**src/rtl/ball_trajectory_tracker.sv**
```systemverilog
// ball_trajectory_tracker
//   Follows the per-frame ball hotbox from the detector. Each frame strobe
//   passes the detected cell through a plausibility gate and builds
//   confidence over consecutive frames. It also estimates the grid velocity.
//   When the ball heads toward the paddle row, a multi-cycle extrapolation
//   predicts the landing column, reflecting off the side walls. The predicted
//   column goes to the paddle/servo controller.
//
// Ports
//   CLK, RST_N          clock (rising edge), asynchronous active-low reset
//   FRAME_DONE          one-cycle frame strobe; BALL_* valid in that cycle
//   BALL_X, BALL_Y      detected hotbox column / row
//   BALL_VALID          detector found a ball this frame
//   TARGET_READY        consumer accepts TARGET_X
//   TARGET_X            predicted landing column
//   TARGET_VALID        TARGET_X holds an unconsumed prediction
//   OVERRUN             one-cycle pulse: unconsumed prediction overwritten
//   VEL_X, VEL_Y        signed velocity estimate, cells/frame
//   STATE               IDLE=0, ACQUIRE=1, TRACK=2, PREDICT=3
//   TRACKING            STATE is TRACK or PREDICT
module ball_trajectory_tracker #(
   parameter int COLS        = 40,
   parameter int ROWS        = 30,
   parameter int TARGET_ROW  = 29,
   parameter int ACQ_FRAMES  = 3,
   parameter int MAX_STEP    = 4,
   parameter int LOST_FRAMES = 5
) (
   input  logic              CLK,
   input  logic              RST_N,
   input  logic              FRAME_DONE,
   input  logic [5:0]        BALL_X,
   input  logic [5:0]        BALL_Y,
   input  logic              BALL_VALID,
   input  logic              TARGET_READY,
   output logic [5:0]        TARGET_X,
   output logic              TARGET_VALID,
   output logic              OVERRUN,
   output logic signed [6:0] VEL_X,
   output logic signed [6:0] VEL_Y,
   output logic [1:0]        STATE,
   output logic              TRACKING
);

   typedef enum logic [1:0] {
      IDLE    = 2'd0,
      ACQUIRE = 2'd1,
      TRACK   = 2'd2,
      PREDICT = 2'd3
   } state_t;

   localparam logic signed [6:0] STEP_P   = 7'(MAX_STEP);
   localparam logic signed [6:0] STEP_N   = 7'(-MAX_STEP);
   localparam logic signed [7:0] X_MAX    = 8'(COLS - 1);
   localparam logic signed [7:0] X_MAX2   = 8'(2 * (COLS - 1));
   localparam logic signed [7:0] Y_TGT8   = 8'(TARGET_ROW);
   localparam logic [5:0]        Y_TGT    = 6'(TARGET_ROW);
   localparam logic [3:0]        ACQ_N    = 4'(ACQ_FRAMES);
   localparam logic [3:0]        LOST_N   = 4'(LOST_FRAMES);
   // A prediction never needs more than ROWS steps; the step counter
   // bounds the loop even if the row arithmetic were to misbehave.
   localparam logic [4:0]        STEP_LIM = 5'(ROWS - 1);

   state_t                state_q, state_n;
   logic [5:0]            prev_x_q, prev_x_n, prev_y_q, prev_y_n;
   logic [3:0]            acq_q, acq_n, miss_q, miss_n;
   logic signed [7:0]     px_q, px_n, py_q, py_n;
   logic signed [6:0]     vel_x_q, vel_x_n, vel_y_q, vel_y_n;
   logic signed [6:0]     pvx_q, pvx_n, pvy_q, pvy_n;
   logic [4:0]            step_q, step_n;
   logic                  pend_q, pend_n, pend_v_q, pend_v_n;
   logic [5:0]            pend_x_q, pend_x_n, pend_y_q, pend_y_n;
   logic [5:0]            tx_q, tx_n;
   logic                  tv_q, tv_n, ovr_q, ovr_n;

   // Frame under evaluation: a frame captured during PREDICT is replayed
   // ahead of any live strobe once the FSM leaves PREDICT.
   logic                  evt, fv, plaus, load;
   logic [5:0]            fx, fy;
   logic signed [6:0]     dx, dy, refl_vx;
   logic signed [7:0]     step_x, step_y, refl_x;

   assign evt    = FRAME_DONE | pend_q;
   assign fx     = pend_q ? pend_x_q : BALL_X;
   assign fy     = pend_q ? pend_y_q : BALL_Y;
   assign fv     = pend_q ? pend_v_q : BALL_VALID;
   assign dx     = {1'b0, fx} - {1'b0, prev_x_q};
   assign dy     = {1'b0, fy} - {1'b0, prev_y_q};
   assign plaus  = fv && (dx <= STEP_P) && (dx >= STEP_N) &&
                   (dy <= STEP_P) && (dy >= STEP_N);
   assign step_x = px_q + {pvx_q[6], pvx_q};
   assign step_y = py_q + {pvy_q[6], pvy_q};

   // Wall reflection folds an overshoot back inside 0..COLS-1.
   always_comb begin
      refl_x  = step_x;
      refl_vx = pvx_q;
      if (step_x < 8'sd0) begin
         refl_x  = -step_x;
         refl_vx = -pvx_q;
      end else if (step_x > X_MAX) begin
         refl_x  = X_MAX2 - step_x;
         refl_vx = -pvx_q;
      end
   end

   always_comb begin
      state_n  = state_q;
      prev_x_n = prev_x_q;
      prev_y_n = prev_y_q;
      acq_n    = acq_q;
      miss_n   = miss_q;
      vel_x_n  = vel_x_q;
      vel_y_n  = vel_y_q;
      px_n     = px_q;
      py_n     = py_q;
      pvx_n    = pvx_q;
      pvy_n    = pvy_q;
      step_n   = step_q;
      pend_n   = pend_q;
      pend_x_n = pend_x_q;
      pend_y_n = pend_y_q;
      pend_v_n = pend_v_q;
      load     = 1'b0;

      if (state_q == PREDICT) begin
         if (FRAME_DONE) begin
            pend_n   = 1'b1;
            pend_x_n = BALL_X;
            pend_y_n = BALL_Y;
            pend_v_n = BALL_VALID;
         end
         px_n   = refl_x;
         py_n   = step_y;
         pvx_n  = refl_vx;
         step_n = step_q + 5'd1;
         if (step_y >= Y_TGT8 || step_q == STEP_LIM) begin
            load    = 1'b1;
            state_n = TRACK;
         end
      end else if (evt) begin
         // Replaying a pending frame while a live strobe arrives: the live
         // frame becomes the next pending one instead of being dropped.
         pend_n = pend_q & FRAME_DONE;
         if (pend_q && FRAME_DONE) begin
            pend_x_n = BALL_X;
            pend_y_n = BALL_Y;
            pend_v_n = BALL_VALID;
         end
         case (state_q)
            IDLE: begin
               if (fv) begin
                  prev_x_n = fx;
                  prev_y_n = fy;
                  acq_n    = 4'd1;
                  state_n  = ACQUIRE;
               end
            end
            ACQUIRE: begin
               if (plaus) begin
                  prev_x_n = fx;
                  prev_y_n = fy;
                  vel_x_n  = dx;
                  vel_y_n  = dy;
                  acq_n    = acq_q + 4'd1;
                  if (acq_q + 4'd1 == ACQ_N) begin
                     miss_n  = 4'd0;
                     state_n = TRACK;
                  end
               end else if (fv) begin
                  prev_x_n = fx;
                  prev_y_n = fy;
                  acq_n    = 4'd1;
               end else begin
                  state_n = IDLE;
               end
            end
            TRACK: begin
               if (plaus) begin
                  prev_x_n = fx;
                  prev_y_n = fy;
                  vel_x_n  = dx;
                  vel_y_n  = dy;
                  miss_n   = 4'd0;
                  if (dy > 7'sd0 && fy < Y_TGT) begin
                     px_n    = {2'b00, fx};
                     py_n    = {2'b00, fy};
                     pvx_n   = dx;
                     pvy_n   = dy;
                     step_n  = 5'd0;
                     state_n = PREDICT;
                  end
               end else begin
                  miss_n = miss_q + 4'd1;
                  if (miss_q + 4'd1 == LOST_N) begin
                     miss_n  = 4'd0;
                     vel_x_n = 7'sd0;
                     vel_y_n = 7'sd0;
                     state_n = IDLE;
                  end
               end
            end
            default: ;
         endcase
      end
   end

   // Output handshake: a transfer happens on any cycle with TARGET_VALID and
   // TARGET_READY both high; VALID then drops on the next edge unless a new
   // result loads on that same edge, in which case the new TARGET_X is shown
   // and VALID stays high. A load onto an unaccepted result (VALID=1,
   // READY=0) replaces TARGET_X and raises OVERRUN for one cycle.
   always_comb begin
      tx_n  = tx_q;
      tv_n  = tv_q;
      ovr_n = 1'b0;
      if (tv_q && TARGET_READY) tv_n = 1'b0;
      if (load) begin
         tx_n  = refl_x[5:0];
         tv_n  = 1'b1;
         ovr_n = tv_q & ~TARGET_READY;
      end
   end

   always_ff @(posedge CLK or negedge RST_N) begin
      if (!RST_N) begin
         state_q  <= IDLE;
         prev_x_q <= '0;
         prev_y_q <= '0;
         acq_q    <= '0;
         miss_q   <= '0;
         vel_x_q  <= '0;
         vel_y_q  <= '0;
         px_q     <= '0;
         py_q     <= '0;
         pvx_q    <= '0;
         pvy_q    <= '0;
         step_q   <= '0;
         pend_q   <= 1'b0;
         pend_x_q <= '0;
         pend_y_q <= '0;
         pend_v_q <= 1'b0;
         tx_q     <= '0;
         tv_q     <= 1'b0;
         ovr_q    <= 1'b0;
      end else begin
         state_q  <= state_n;
         prev_x_q <= prev_x_n;
         prev_y_q <= prev_y_n;
         acq_q    <= acq_n;
         miss_q   <= miss_n;
         vel_x_q  <= vel_x_n;
         vel_y_q  <= vel_y_n;
         px_q     <= px_n;
         py_q     <= py_n;
         pvx_q    <= pvx_n;
         pvy_q    <= pvy_n;
         step_q   <= step_n;
         pend_q   <= pend_n;
         pend_x_q <= pend_x_n;
         pend_y_q <= pend_y_n;
         pend_v_q <= pend_v_n;
         tx_q     <= tx_n;
         tv_q     <= tv_n;
         ovr_q    <= ovr_n;
      end
   end

   assign TARGET_X     = tx_q;
   assign TARGET_VALID = tv_q;
   assign OVERRUN      = ovr_q;
   assign VEL_X        = vel_x_q;
   assign VEL_Y        = vel_y_q;
   assign STATE        = state_q;
   assign TRACKING     = (state_q == TRACK) || (state_q == PREDICT);

endmodule

```
**config.mk**
```make
export PLATFORM = sky130hd
export DESIGN_NAME = ball_trajectory_tracker
export DESIGN_NICKNAME = d
export VERILOG_FILES = /design/src/rtl/ball_trajectory_tracker.sv
export SDC_FILE = /design/constraint.sdc
export NUM_CORES = 1
export LEC_CHECK = 0
export ABC_CLOCK_PERIOD_IN_PS = 3800
export CAP_MARGIN = 5
export CORE_MARGIN = 5
export CORE_UTILIZATION = 26
export DETAILED_ROUTE_END_ITERATION = 16
export RECOVER_POWER = 100
export REMOVE_ABC_BUFFERS = 1
export SYNTH_ARGS = -nofsm -noshare
export SYNTH_HDL_FRONTEND = slang
export SYNTH_SLANG_ARGS = --single-unit
```
**constraint.sdc**
```tcl
create_clock -name CLK -period 3.8 [get_ports CLK]
set_input_delay 0.38 -clock CLK [delete_from_list [all_inputs] [get_ports CLK]]
set_output_delay 0.38 -clock CLK [all_outputs]
set_load 0.05 [all_outputs]
```
=== Word level (Yosys, flattened, before mapping) ===
Index checks and enable logic that the tools add are counted.

* Add/sub/neg operators: 10
* Shifts and indexed selects: 0
* Reduce and logical (&&, ||, !) cells: 30
* $mul: 0
* Div/mod/pow operators: 0
* Bitwise gates (word level): 5
* Eq/ne operators: 18
* Magnitude comparators: 9
* Multiplexer cells: 81

{| class="wikitable"
|+ Operators by type and width
! operator !! number
|-
| $mux W6 || 16
|-
| $mux W8 || 12
|-
| $mux W7 || 12
|-
| $pmux W6 S3 || 2
|-
| $pmux W7 S2 || 2
|-
| $mux W5 || 5
|-
| $mux W4 || 6
|-
| $mux W2 || 10
|-
| $reduce_and A5 Y1 || 4
|-
| $add A8 B8 Y8 || 2
|-
| $pmux W4 S2 || 2
|-
| $reduce_bool A2 Y1 || 8
|-
| $ge A7 B3 Y1 const B || 2
|-
| $le A7 B4 Y1 const B || 2
|-
| $sub A6 B6 Y7 || 2
|-
| $mux W1 || 13
|-
| $ne A2 B2 Y1 const B || 5
|-
| $ne A3 B3 Y1 const B || 3
|-
| $add A4 B1 Y4 const B || 2
|-
| $ge A8 B6 Y1 const B || 1
|-
| $gt A8 B7 Y1 const B || 1
|-
| $lt A8 B1 Y1 const B || 1
|-
| $ne A4 B3 Y1 const B || 2
|-
| $ne A4 B4 Y1 const B || 2
|-
| 24 further kinds || 36
|}

* Output and inout port bits: 25
* Memories: 0
* ROM bits: 0
* Word-level logic and storage cells: 172
* Latch bits: 0
* RAM bits: 0
* Input port bits: 17
* Flip-flop bits (word level): 93

=== Depth between registers and ports, before layout ===
Gate-level depths: netlist of run 1.

* Depth in word-level cells: 11
* Gate-level depth with buffers: 16

=== Worst setup path after synthesis of run 1 ===
OpenSTA, ideal clock, no wires.

* Path kind: flip-flop to flip-flop
* Start: register pend_q
* End: register px_q[4]
* Clock period less this slack: 3570 ps
* Library setup time: 126 ps
* Slack: 230 ps
* Stages on the path, launching flop included: 15
* Arrival: 3444 ps
* Required time: 3674 ps
* Path through: dfrtp_1 -> buf_2 -> buf_2 -> mux2_2 -> ha_1 -> a21oi_1 -> o21ai_1 -> xor2_1 -> or4_4 -> mux2i_4 -> buf_6 -> nand4b_1 -> buf_2 -> and3_1 -> a221o_1

* Word-level cells in the longest chain between the ends: 9
* Elaborated cells on any way between the ends: 26
* Those cells by class: 2 x add/sub; 6 x order compare; 8 x mux; 1 x bitwise; 9 x reduce/logical

{| class="wikitable"
|+ RTL lines
! item !! line !! text
|-
| start: declaration || 71 || <nowiki>logic pend_q, pend_n, pend_v_q, pend_v_n;</nowiki>
|-
| start signal: assignment || 259 || <nowiki>pend_q <= pend_n;</nowiki>
|-
| $mux W6 || 84 || <nowiki>assign fx = pend_q ? pend_x_q : BALL_X;</nowiki>
|-
| $sub A6 B6 Y7 || 87 || <nowiki>assign dx = {1'b0, fx} - {1'b0, prev_x_q};</nowiki>
|-
| $le A7 B4 Y1 || 89 || <nowiki>assign plaus = fv && (dx <= STEP_P) && (dx >= STEP_N) &&</nowiki>
|-
| $logic_and A1 B1 Y1 (3 in series) || 89 ||
|-
| $logic_and A1 B1 Y1 || 90 || <nowiki>(dy <= STEP_P) && (dy >= STEP_N);</nowiki>
|-
| $reduce_bool A2 Y1 (no source line) || n/a ||
|-
| $reduce_and A4 Y1 (no source line) || n/a ||
|-
| end signal: assignment || 254 || <nowiki>px_q <= px_n;</nowiki>
|-
| end: declaration || 67 || <nowiki>logic signed [7:0] px_q, px_n, py_q, py_n;</nowiki>
|}

Parallel ways exist; a longest one is shown, timed or not. The select of a mux whose other input is x is not followed.
A chain may end at the register's enable or synchronous reset.

=== Worst setup path after layout of run 1 ===
* Start: register pend_q
* End: register state_q[0], in the netlist STATE[0]

* Word-level cells in the longest chain between the ends: 11
* Elaborated cells on any way between the ends: 29
* Those cells by class: 2 x add/sub; 6 x order compare; 5 x eq/ne; 8 x mux; 1 x bitwise; 7 x reduce/logical

{| class="wikitable"
|+ RTL lines
! item !! line !! text
|-
| $mux W6 || 84 ||
|-
| $sub A6 B6 Y7 || 87 ||
|-
| $le A7 B4 Y1 || 89 ||
|-
| $logic_and A1 B1 Y1 (3 in series) || 89 ||
|-
| $logic_and A1 B1 Y1 || 90 ||
|-
| $mux W2, on equally long branches || 179, 160 ||
|-
| $pmux W2 S3 || 150 || <nowiki>case (state_q)</nowiki>
|-
| $mux W2 || 141 || <nowiki>end else if (evt) begin</nowiki>
|-
| $mux W2 || 126 || <nowiki>if (state_q == PREDICT) begin</nowiki>
|-
| end signal: assignment || 247 || <nowiki>state_q <= state_n;</nowiki>
|-
| end: declaration || 64 || <nowiki>state_t state_q, state_n;</nowiki>
|}

Parallel ways exist; a longest one is shown, timed or not. The select of a mux whose other input is x is not followed.

==> results of run 1 <==
## state kept, by name (all words and copies together) (netlist names), 6 cells and up
signal	count
pvy_q	7
py_q	8
prev_y_q	6
VEL_X	7
VEL_Y	7
prev_x_q	6
pvx_q	7
pend_x_q	6
pend_y_q	6
px_q	8
TARGET_X	6
## metrics by stage
stage                     worst slack, ns  area (µm²)
after floorplan                  -0.01159        6050
after global placement            0.02797        7159
after detailed placement         0.007793        7159
after CTS                          0.1004        7446
after global routing            -0.006602        7472
final                              0.1429        7472
## power by group through the flow
stage                     sequential, mW  clock, mW  combinational (mW)
after global routing                1.72      0.968                4.64
after global placement              1.68          0                4.16
after detailed placement            1.68          0                4.21
after floorplan                     1.96          0                2.64
after CTS                           1.67      0.937                4.22
final                               1.66      0.897                4.21
## area by class of cell
class                   count  area, µm²  area share
multi-input cells         446       3600      0.4817
clock inverters             5      61.31    0.008205
well taps                 319      399.1     0.05342
repair buffers             78      704.4     0.09427
inverters                  41      153.9     0.02060
flip-flops and latches     93       2328      0.3116
clock buffers               9      225.2     0.03014
## worst paths after layout
path / startpoint / to / slack [ns] / cells after the start
max: pend_q / STATE[0] / 0.14 / 12
min reg2reg: VEL_Y[5] / VEL_Y[5] / 0.47 / 1
max in group asynchronous: RST_N / pend_y_q[4] / 1.36 / 2
min: VEL_Y[5] / VEL_Y[5] / 0.47 / 1
max reg2reg: pend_q / STATE[0] / 0.14 / 12
min in group asynchronous: RST_N / TARGET_VALID / 0.51 / 1
## worst reg2reg max path, cell delays in order (launching register included)
cell	delay [ns]
dfrtp_2	0.46
buf_12	0.17
mux2i_1	0.21
ha_1	0.26
fa_1	0.43
o21ai_2	0.22
xor2_1	0.12
or4_4	0.54
mux2i_4	0.24
buf_6	0.17
a21oi_1	0.08
and4bb_1	0.32
mux2_1	0.33
## per-layer routing
| metal | global-route usage | vias to the layer above | part of all wire |
|---|---|---|---|
| met3 | 0.02359 | 11 | 0.038 |
| li1 | - | 2355 | - |
| met4 | 0.02478 | 0 | 0.0072 |
| met2 | 0.1841 | 87 | 0.48 |
| met5 | 0 | - | 0 |
| met1 | 0.1541 | 2338 | 0.48 |
## logic make-up after synthesis
kind of cell | share of synthesized area
AOI/OAI and AO/OA | 0.2129
xor gates and xnor gates | 0.03934
muxes | 0.08355
adders and majority gates | 0.1018
buffers and inverters | 0.04441
and+or+nand+nor | 0.1407
DFF | 0.3772
## cell usage after synthesis (9+ instances only)
library cell  instances
mux2i_1              20
nor2_1               38
a21oi_1              14
nand4_1               9
mux2_2               24
nand2_1              26
xor2_1               16
nand3_1              10
dfrtp_1              93
ha_1                 43
a21o_1               18
o2bb2ai_2            10
buf_2                 9
nand2b_1             10
inv_1                41
o21ai_0              32
nor2b_1              12
==> flow_summary_export.csv, run 1 <==
group,metric,value,unit
outcome,status,"finished, violations left",
outcome,violations,"capacitance limit, slew limit",
power_and_ir_drop,power,6.765,mW
clock_network,post_cts_buffers,0,
grt,grt_pass1_wl,24220,µm
final_layout,finalNetCount,733,
power_and_ir_drop,switchingPower,3.127,mW
final_layout,layout_commonest_cell,"dfrtp_1",
yosys,seq_area_frac_synth,0.3772,
setup_path,cp-end-kind,"register",
place,port_buffers,41,
grt,track_usage,0.1127,
setup_path,path_cells,"buf_12 > mux2i_1 > ha_1 > fa_1 > o21ai_2 > xor2_1 > or4_4 > mux2i_4 > buf_6 > a21oi_1 > and4bb_1 > mux2_1",
setup_path,crit_fanout,13,
clock_network,cts-resized-gates,0,
floorplan,core_area,0.02340,mm²
power_and_ir_drop,p_sw_frac,0.4622,
setup_path,critPathRequiredTime,4.03,ns
power_and_ir_drop,p_per_area,905.4,mW/mm²
setup_path,slowest_delay,0.54,ns
timing,hold_slack,0.4719,ns
routing,wire_per_inst,14.81,µm
floorplan,die_x,164.0,µm
yosys,synth_cell_types,81,
final_layout,num_antenna_cells,0,
power_and_ir_drop,intPower,3.638,mW
floorplan,ios,42,
setup_path,cp.arrival,3.89,ns
yosys,syn_area_per_cell,10.23,µm²
floorplan,rows,56,
place,dp_cells,977,
setup_path,critPathTopFamily,"simple AND/OR/NAND/NOR gates",
timing,finalCritPeriodShare,0.9624,
timing,tightest_slew,1.850,ns
timing,skew,0.01119,ns
yosys,yosysWarnings,0,
setup_path,crit_path_top_delay_cell,"or4_4",
power_and_ir_drop,power_frac_seq,0.245,
yosys,yosysTopAreaCell,"dfrtp_1",
grt,grt_start_max_net_pins,72,
clock_network,hold_buffers,0,
clock_network,cts_tree,"done",
grt,first_global_vias,4585,
timing,setup_tns,0,ns
routing,drcViolationCount,0,
yosys,synth_seq_cells,93,
floorplan,initial_core_util,0.2636,
routing,num_vias,4791,
routing,totalWireLength,14680,µm
clock_network,cts_root_buf,"clkbuf_16",
power_and_ir_drop,power_frac_comb,0.622,
timing,finalSetupViolCount,0,
yosys,yosysTopAreaCellShare,0.3772,
clock_network,cts.sinks,93,
run,maxCapViolCount,1,
final_layout,synthToLayoutAreaGrowth,21.11,%
yosys,synth_area,0.006170,mm²
timing,relSlewSlack,-0.2331,
timing,rsz0062_at_grt,"yes",
final_layout,fill_cells,2465,
setup_path,crit_buf_inv,2,
final_layout,drive_gt1_frac,0.1652,
clock_network,clock_path_buffers,2,
clock_network,cts_made_buffers,9,
routing,ant_nets,0,
power_and_ir_drop,peakVddDrop,0.0003185,V
final_layout,layout_common_cells,"dfrtp_1 (92), ha_1 (43), inv_1 (41), nor2_1 (38), buf_4 (32)",
timing,fmax,0.2734,GHz
floorplan,die_h,164.0,µm
yosys,synth_edf_count,0,
yosys,synthTopCellsByArea,"dfrtp_1 (38%), ha_1 (8.7%), mux2_2 (4.4%), mux2i_1 (3.2%), o21ai_0 (2.6%)",
yosys,synth-async-reset-ratio,1.000,
final_layout,utilization,0.3193,
place,gp_congestion,0.8223,
yosys,synthFlopType,"dfrtp_1",
grt,antenna_found_initial,0,
place,place_hpwl,11020,µm
clock_network,clk_pin_slew,0.07,ns
clock_network,htreeDepth,3,
routing,drtIter0Drc,284,
floorplan,die-area,0.02691,mm²
setup_path,startpoint_type,"register",
routing,drt_pass1_iterations,4,
final_layout,final_cells,991,
timing,period_needed,3.657,ns
timing,maxSlewViolCount,72,
setup_path,critPathKind,"register to register",
clock_network,clk_latency,0.35,ns
power_and_ir_drop,clockPowerShare,0.133,
timing,hold_viol_final,0,
power_and_ir_drop,p_leak,3.443,nW
yosys,synthCells,603,
routing,viasPerCell,4.835,
worst_hold_path,min_path_type,"register to register",
grt,grt_overflow,0,
Note: power is estimated with default switching activity, not from simulation.
==> run 2: changes to the inputs <==
--- a/config.mk
+++ b/config.mk
@@ -10,6 +10,7 @@
 export CORE_MARGIN = 5
 export CORE_UTILIZATION = 26
 export DETAILED_ROUTE_END_ITERATION = 16
+export GPL_ROUTABILITY_DRIVEN = 0
 export RECOVER_POWER = 100
 export REMOVE_ABC_BUFFERS = 1
 export SYNTH_ARGS = -nofsm -noshare
==> results of run 2 <==
Same layout as run 1: the final DEF is identical, and so are final timing and power.
